File: config.mk
export PLATFORM = sky130hd
export DESIGN_NAME = risc8_gpio
export DESIGN_NICKNAME = d
export VERILOG_FILES = /design/src/rtl/risc8_gpio.sv
export SDC_FILE = /design/constraint.sdc
export NUM_CORES = 1
export LEC_CHECK = 0
export BUFFER_PORTS_ARGS = -buffer_cell sky130_fd_sc_hd__buf_2
export CAP_MARGIN = 20
export CORE_ASPECT_RATIO = 0.8
export CORE_UTILIZATION = 30
export CTS_CLUSTER_DIAMETER = 100
export DETAILED_ROUTE_END_ITERATION = 10
export HOLD_SLACK_MARGIN = 0.12
export SYNTH_ARGS = -nofsm -noshare
export SYNTH_HDL_FRONTEND = slang
export SYNTH_SLANG_ARGS = --single-unit
File: constraint.sdc
create_clock -name clk -period 2.1 [get_ports clk]
set_clock_uncertainty 0.15 [all_clocks]
set_input_delay 0 -clock clk [delete_from_list [all_inputs] [get_ports clk]]
set_output_delay 0 -clock clk [all_outputs]
set_load 0.01 [all_outputs]
File: src/rtl/risc8_gpio.sv
// RISC8 general-purpose I/O block: PIN/DDR/PORT registers, synchronised pad inputs,
// per-bit rise/fall edge flags with write-1-to-clear and a registered level interrupt.
module risc8_gpio #(
    parameter int WIDTH       = 8,
    parameter int SYNC_STAGES = 2
) (
    input  logic             clk,
    input  logic             reset,
    input  logic [2:0]       addr,
    input  logic [WIDTH-1:0] wdata,
    input  logic             we,
    input  logic             re,
    output logic [WIDTH-1:0] rdata,
    output logic [WIDTH-1:0] port_out,
    output logic [WIDTH-1:0] ddr_out,
    input  logic [WIDTH-1:0] pin_in,
    output logic             irq
);

    localparam logic [2:0] ADDR_PIN     = 3'd0;
    localparam logic [2:0] ADDR_DDR     = 3'd1;
    localparam logic [2:0] ADDR_PORT    = 3'd2;
    localparam logic [2:0] ADDR_RISE_EN = 3'd3;
    localparam logic [2:0] ADDR_FALL_EN = 3'd4;
    localparam logic [2:0] ADDR_FLAG    = 3'd5;

    logic [SYNC_STAGES-1:0][WIDTH-1:0] r_sync;
    logic [WIDTH-1:0] r_prev;
    logic [WIDTH-1:0] r_ddr;
    logic [WIDTH-1:0] r_port;
    logic [WIDTH-1:0] r_rise_en;
    logic [WIDTH-1:0] r_fall_en;
    logic [WIDTH-1:0] r_flag;
    logic [WIDTH-1:0] r_rdata;
    logic             r_irq;

    logic [WIDTH-1:0] w_sync;
    logic [WIDTH-1:0] w_rise;
    logic [WIDTH-1:0] w_fall;
    logic [WIDTH-1:0] w_set;
    logic [WIDTH-1:0] w_clr;
    logic [WIDTH-1:0] w_flag_next;
    logic [WIDTH-1:0] w_port_next;
    logic [WIDTH-1:0] w_rd_mux;

    // Oldest stage of the shift chain is the synchronised pin value.
    assign w_sync = r_sync[SYNC_STAGES-1];
    assign w_rise = w_sync & ~r_prev;
    assign w_fall = ~w_sync & r_prev;
    assign w_set  = (w_rise & r_rise_en) | (w_fall & r_fall_en);
    assign w_clr  = (we && (addr == ADDR_FLAG)) ? wdata : '0;

    // Set is OR'ed in after the clear so a coincident edge keeps its flag.
    assign w_flag_next = (r_flag & ~w_clr) | w_set;

    always_comb begin
        w_port_next = r_port;
        if (we) begin
            case (addr)
                ADDR_PIN:  w_port_next = r_port ^ wdata;
                ADDR_PORT: w_port_next = wdata;
                default:   w_port_next = r_port;
            endcase
        end
    end

    always_comb begin
        w_rd_mux = '0;
        case (addr)
            ADDR_PIN:     w_rd_mux = w_sync;
            ADDR_DDR:     w_rd_mux = r_ddr;
            ADDR_PORT:    w_rd_mux = r_port;
            ADDR_RISE_EN: w_rd_mux = r_rise_en;
            ADDR_FALL_EN: w_rd_mux = r_fall_en;
            ADDR_FLAG:    w_rd_mux = r_flag;
            default:      w_rd_mux = '0;
        endcase
    end

    always_ff @(posedge clk or posedge reset) begin
        if (reset) begin
            r_sync <= '0;
            r_prev <= '0;
        end else begin
            r_sync <= {r_sync[SYNC_STAGES-2:0], pin_in};
            r_prev <= w_sync;
        end
    end

    always_ff @(posedge clk or posedge reset) begin
        if (reset) begin
            r_ddr     <= '0;
            r_port    <= '0;
            r_rise_en <= '0;
            r_fall_en <= '0;
            r_flag    <= '0;
            r_rdata   <= '0;
            r_irq     <= 1'b0;
        end else begin
            r_port <= w_port_next;
            if (we && (addr == ADDR_DDR))     r_ddr     <= wdata;
            if (we && (addr == ADDR_RISE_EN)) r_rise_en <= wdata;
            if (we && (addr == ADDR_FALL_EN)) r_fall_en <= wdata;
            r_flag <= w_flag_next;
            // irq trails the flag register by one cycle and masks by current enables.
            r_irq  <= |(r_flag & (r_rise_en | r_fall_en));
            if (re) r_rdata <= w_rd_mux;
        end
    end

    assign rdata    = r_rdata;
    assign port_out = r_port;
    assign ddr_out  = r_ddr;
    assign irq      = r_irq;

endmodule

==> out/qor.csv, run 1 <==
metric,value,unit
grtUsageTotal,15.42,%
worst_pin_slew,0.5898,ns
fp.dieH,93.30,um
wirelength,7590,um
clock_latency,0.34,ns
slew_headroom,60.68,%
yosysTopAreaCell,dfrtp_1,
vias_per_cell,4.869,
ys_types,35,
crit_fanout,10,
path_cells,dlygate4sd3_1 -> buf_2 -> buf_4 -> nor2_1 -> and3_1 -> mux2_2,
async_flop_share,100.0,%
cp_top_family,buffers and inverters,
hold_path_class,input pin to flip-flop,
arrival,2.03,ns
synth_edf_count,0,
start_kind,input pin,
p_per_area,959.4,nW/um2
clockRootBuffer,clkbuf_16,
ys_ff_latch,73,
p_leak,0.001798,uW
cts_sinks,73,
rows,32,
top_layer_used,met4,
hold_ws,0.1536,ns
drt_iter0_markers,130,
instances_no_fill,473,
drv_cap,0,
finalMaxSlewViolations,0,
required,2.17,ns
h-tree-depth,3,
hold_viol,0,
areaGrowthSynthToFinish,29.14,%
vdd_drop_max,0.0004527,V
grt_max_degree,32,
critPathSlowestCell,and3_1,
syn_avg_cell_area,12.11,um2
cts.path.max_buffers,2,
drc,0,
cts_tree,yes,
dieWidth,116.1,um
antenna_found_initial,0,
synth_warnings,0,
nFillCells,958,
clk_pin_slew,0.05,ns
num_io_pins,48,
port_buffers,47,
core,9889,um2
final_cell_area,4036,um2
dp_hpwl,5345,um
fin_nets,356,
seq_area_frac_synth,58.45,%
detail-route-antenna-nets,0,
yosysMostFrequentCell,dfrtp_1,
wl_per_cell,16.05,um
syn_nets,281,
fin_tns_setup,0,ns
worst-path-buf-inv,3,
syn_area,3125,um2
grt_pass1_vias,2238,
dpl.cell_count,436,
met1_length,3846,um
globalplace.congestion,0.7814,
crit_type,input pin to flip-flop,
layout-drive-gt1-share,29.67,%
outcome,completed,
fin_crit,1.960,ns
antenna_cells,0,
ys_top_cells_by_count,"73 x dfrtp_1, 29 x nand2_1, 26 x mux2_2",
floorplan.initialDensity,31.60,%
synth_area_leaders,"dfrtp_1 58%, mux2_2 9.4%, mux2i_1 5.1%",
slowest_delay,0.55,ns
grt_setup_unrepaired,false,
max_freq,0.5103,GHz
synthesis.instances,258,
numCtsBuffers,9,
endpoint_kind,flip-flop,
post-route-util,40.81,%
met3WireLength,409,um
grt_pass1_wl,12120,um
wl_met2,3215,um
placed_cell_area,3520,um2
routed-via-count,2303,
finalSetupViolCount,0,
period_share,93.32,%
yosysTopAreaCellShare,58.45,%
firstDrtPassIters,4,
overflow,0,
dieArea,10830,um2
synthFlopType,dfrtp_1,
-- worst register-to-register path, stage by stage, from the launching register on --
cell and delay (ns):
dfrtp_1 0.42, mux4_2 0.46, nor2b_1 0.14, o22a_1 0.18
-- layout make-up --
| class | count | area (um2) | share of cell area [%] |
|---|---|---|---|
| Clock inverter | 3 | 40.04 | 0.9919 |
| Timing Repair Buffer | 76 | 520.5 | 12.90 |
| Multi-Input combinational cell | 170 | 1211 | 30.01 |
| Inverter | 3 | 11.26 | 0.2790 |
| Sequential cell | 73 | 1827 | 45.26 |
| Tap cell | 136 | 170.2 | 4.216 |
| Clock buffer | 12 | 256.5 | 6.355 |
-- what timing repair did --
action	in CTS	in global routing
setup buffers	0	0
endpoints found under the hold margin	129	0
hold buffers	22	0
gates resized for setup	0	0
-- cells by family after synthesis --
group | count (synthesis) | synth area share (%)
flip-flops | 73 | 58.45
AND/OR/NAND/NOR | 68 | 11.49
buffers and inverters | 15 | 2.802
multiplexers | 43 | 15.21
AO/OA/AOI/OAI | 59 | 12.05
-- power breakdown --
| group | switching (uW) | leakage (uW) | total [uW] | internal [uW] |
|---|---|---|---|---|
| Combinational | 284 | 0.000796 | 581 | 297 |
| Clock | 554 | 0.000148 | 1530 | 973 |
| Sequential | 168 | 0.000854 | 1760 | 1600 |
-- registers in the layout, summed over array words and instances (netlist names) --
signal,cells
port_out,8
rdata,8
w_sync,8
r_fall_en,8
r_sync,8
r_flag,8
r_rise_en,8
r_prev,8
irq,1
ddr_out,8
-- per-stage QoR --
step / power, uW / worst slack (ns)
after floorplan: 2105 / 0.09673
after global placement: 2328 / 0.3526
after detailed placement: 2344 / 0.3558
after CTS: 3916 / 0.1670
after global routing: 4057 / 0.08474
final: 3873 / 0.1403
-- worst paths after layout --
path / endpoint / start / depth (start not counted) / slack (ns)
worst max-delay path: ddr_out[0]$_DFFE_PP0P_ / addr[1] / 6 / 0.14
worst min-delay path: rdata[3]$_DFFE_PP0P_ / addr[0] / 5 / 0.15
worst max register to register: rdata[1]$_DFFE_PP0P_ / port_out[1]$_DFFE_PP0P_ / 3 / 0.64
worst min register to register: w_sync[5]$_DFF_PP0_ / r_sync[5]$_DFF_PP0_ / 0 / 0.20
max in group asynchronous: r_rise_en[2]$_DFFE_PP0P_ / reset / 5 / 0.70
min in group asynchronous: r_fall_en[2]$_DFFE_PP0P_ / reset / 4 / 0.57
-- routing by layer --
layer / up-vias / global-route usage (%)
met4: 0 / 6.090
li1: 1098 / -
met1: 1128 / 21.87
met2: 66 / 21.83
met5: - / 0
met3: 11 / 4.666
-- cell usage in the layout, fill, tap and decap left out, types with 2 or more instances in the layout --
cell type,instances
mux2_2,26
mux2i_1,16
o21ai_0,13
clkinv_2,2
a21oi_1,17
nor2_1,15
dfrtp_1,73
clkbuf_16,9
nand4_1,2
o22ai_1,3
nand3b_1,10
buf_2,47
dlygate4sd3_1,22
buf_4,6
o22a_1,4
o31ai_1,2
clkbuf_8,2
nand2_1,29
a31oi_1,2
o211ai_1,9
a311oi_1,7
inv_1,2
Note: power is estimated with default switching activity, not from simulation.
==> run 2: changes to the inputs <==
--- a/config.mk
+++ b/config.mk
@@ -12,6 +12,7 @@
 export CTS_CLUSTER_DIAMETER = 100
 export DETAILED_ROUTE_END_ITERATION = 10
 export HOLD_SLACK_MARGIN = 0.12
+export MAX_ROUTING_LAYER = met4
 export SYNTH_ARGS = -nofsm -noshare
 export SYNTH_HDL_FRONTEND = slang
 export SYNTH_SLANG_ARGS = --single-unit
==> run 2 against run 1 <==
  * Register-to-register slack about the same
  * Power about the same
  * Clock power about the same
  * Critical path depth unchanged
  * Sequential power about the same
  * Fmax about the same
==> out/qor.csv, run 2 (synthesis gave the netlist of run 1 again) <==
metric,value,unit,change
outcome,completed,,unchanged
grt_pass1_vias,2237,,was 2238
pre_cts_slack,0.3558,ns,unchanged
cts_resized,0,,unchanged
numCtsBuffers,9,,unchanged
routed-via-count,2288,,was 2303
final_cell_mix,"73 x dfrtp_1, 47 x buf_2, 29 x nand2_1",,unchanged
globalplace.congestion,0.7921,,was 0.7814
core,9889,um2,unchanged
layout.area.seq,1827,um2,unchanged
layout-drive-gt1-share,29.67,%,unchanged
worstHoldStart,addr[0],,unchanged
fp.dieH,93.30,um,unchanged
fin_tns_setup,0,ns,unchanged
dieWidth,116.1,um,unchanged
p_per_area,960.3,nW/um2,was 959.4 nW/um2
arrival,2.03,ns,about the same
cts_sinks,73,,unchanged
drt_iter0_markers,139,,was 130
drc,0,,unchanged
drv_cap,0,,unchanged
placed_cell_area,3520,um2,unchanged
post-route-util,40.81,%,unchanged
fin_nets,356,,unchanged
finalSetupViolCount,0,,unchanged
firstDrtPassIters,4,,unchanged
hold_end,rdata[3]$_DFFE_PP0P_,,unchanged
grt_max_degree,32,,unchanged
worst-path-buf-inv,3,,unchanged
grt_setup_unrepaired,false,,unchanged
p_leak,0.001798,uW,unchanged
clock_latency,0.34,ns,about the same
floorplan.initialDensity,31.60,%,unchanged
overflow,0,,unchanged
grtUsageTotal,15.92,%,was 15.42%
hold_path_class,input pin to flip-flop,,unchanged
multi_input_area,1211,um2,unchanged
layout_commonest_cell,dfrtp_1,,unchanged
port_buffers,47,,unchanged
crit_type,input pin to flip-flop,,unchanged
num_io_pins,48,,unchanged
hold_viol,0,,unchanged
finalMaxSlewViolations,0,,unchanged
vias_per_cell,4.837,,was 4.869
fin_ws,0.1411,ns,was 0.1403 ns
h-tree-depth,3,,unchanged
period_share,93.28,%,was 93.32%
final_cell_area,4036,um2,unchanged
nFillCells,958,,unchanged
crit_fanout,10,,unchanged
detail-route-antenna-nets,0,,unchanged
reg2reg_depth,3,,unchanged
clockRootBuffer,clkbuf_16,,unchanged
dp_hpwl,5345,um,unchanged
hold_path_depth,5,,unchanged
grt_pass1_wl,12120,um,about the same
worst_pin_slew,0.5865,ns,was 0.5898 ns
dieArea,10830,um2,unchanged
wirelength,7641,um,was 7590 um
timing.reg2reg.setup_slack,0.64,ns,about the same
path_cells,dlygate4sd3_1 -> buf_2 -> buf_4 -> nor2_1 -> and3_1 -> mux2_2,,unchanged
start_kind,input pin,,unchanged
antenna_found_initial,0,,unchanged
slew_headroom,60.90,%,was 60.68%
critPathSlowestCell,and3_1,,unchanged
max_freq,0.5105,GHz,was 0.5103 GHz
required,2.17,ns,about the same
rr_endpoint,rdata[1]$_DFFE_PP0P_,,unchanged
fin_crit,1.959,ns,was 1.960 ns
cts.path.max_buffers,2,,unchanged
wl_per_cell,16.15,um,was 16.05 um
endpoint_kind,flip-flop,,unchanged
antenna_cells,0,,unchanged
hold_ws,0.1543,ns,was 0.1536 ns
rows,32,,unchanged
areaGrowthSynthToFinish,29.14,%,unchanged
rr_startpoint,port_out[1]$_DFFE_PP0P_,,unchanged
vdd_drop_max,0.0004529,V,was 0.0004527 V
cp_top_family,buffers and inverters,,unchanged
slowest_delay,0.55,ns,about the same
clk_pin_slew,0.05,ns,about the same
cts_tree,yes,,unchanged
==> run 2: worst reg2reg max path: cells and delay by family, from the launching register on <==
| kind | cells | cell delay [ns] |
|---|---|---|
| multiplexers | 1 | 0.46 |
| AND/OR/NAND/NOR | 1 | 0.14 |
| flip-flops | 1 | 0.42 |
| AO/OA/AOI/OAI | 1 | 0.18 |
==> run 2: area by class of cell <==
cell class	instances	share of cell area [%]
inverters	3	0.2790
clock inverters	3	0.9919
repair buffers	76	12.90
multi-input cells	170	30.01
flip-flops and latches	73	45.26
clock buffers	12	6.355
well taps	136	4.216
==> run 2: worst max path at each step <==
stage	from	to	cells past startpoint
2_1_floorplan	reset	ddr_out[0]$_DFFE_PP0P_	1
6_report	addr[1]	ddr_out[0]$_DFFE_PP0P_	6
4_1_cts	addr[1]	ddr_out[0]$_DFFE_PP0P_	6
3_5_place_dp	addr[1]	ddr_out[0]$_DFFE_PP0P_	5
3_3_place_gp	addr[1]	ddr_out[6]$_DFFE_PP0P_	5
5_1_grt	addr[1]	ddr_out[3]$_DFFE_PP0P_	6
==> run 2: layer usage <==
| layer | vias up | share of wire (%) | track usage, % |
|---|---|---|---|
| met3 | 10 | 6.3 | 6.351 |
| met1 | 1114 | 50 | 21.66 |
| li1 | 1093 | - | - |
| met4 | 0 | 0.99 | 3.846 |
| met2 | 71 | 43 | 22.02 |
| met5 | - | 0 | - |
==> run 2: power breakdown <==
part | internal (uW) | switching, uW | leakage [uW]
clock | 973 | 555 | 0.000148
combinational | 297 | 285 | 0.000796
sequential | 1600 | 169 | 0.000854
==> run 2: timing repair <==
item | 4_1_cts | 5_1_grt
hold buffers | 22 | 0
buffers inserted | 0 | 0
endpoints found under the hold margin | 129 | 0
==> run 2: stage by stage <==
stage / instances / power (uW)
final: 473 / 3876
after global routing: 473 / 4066
after CTS: 473 / 3916
after detailed placement: 436 / 2344
after global placement: 436 / 2328
after floorplan: 258 / 2105
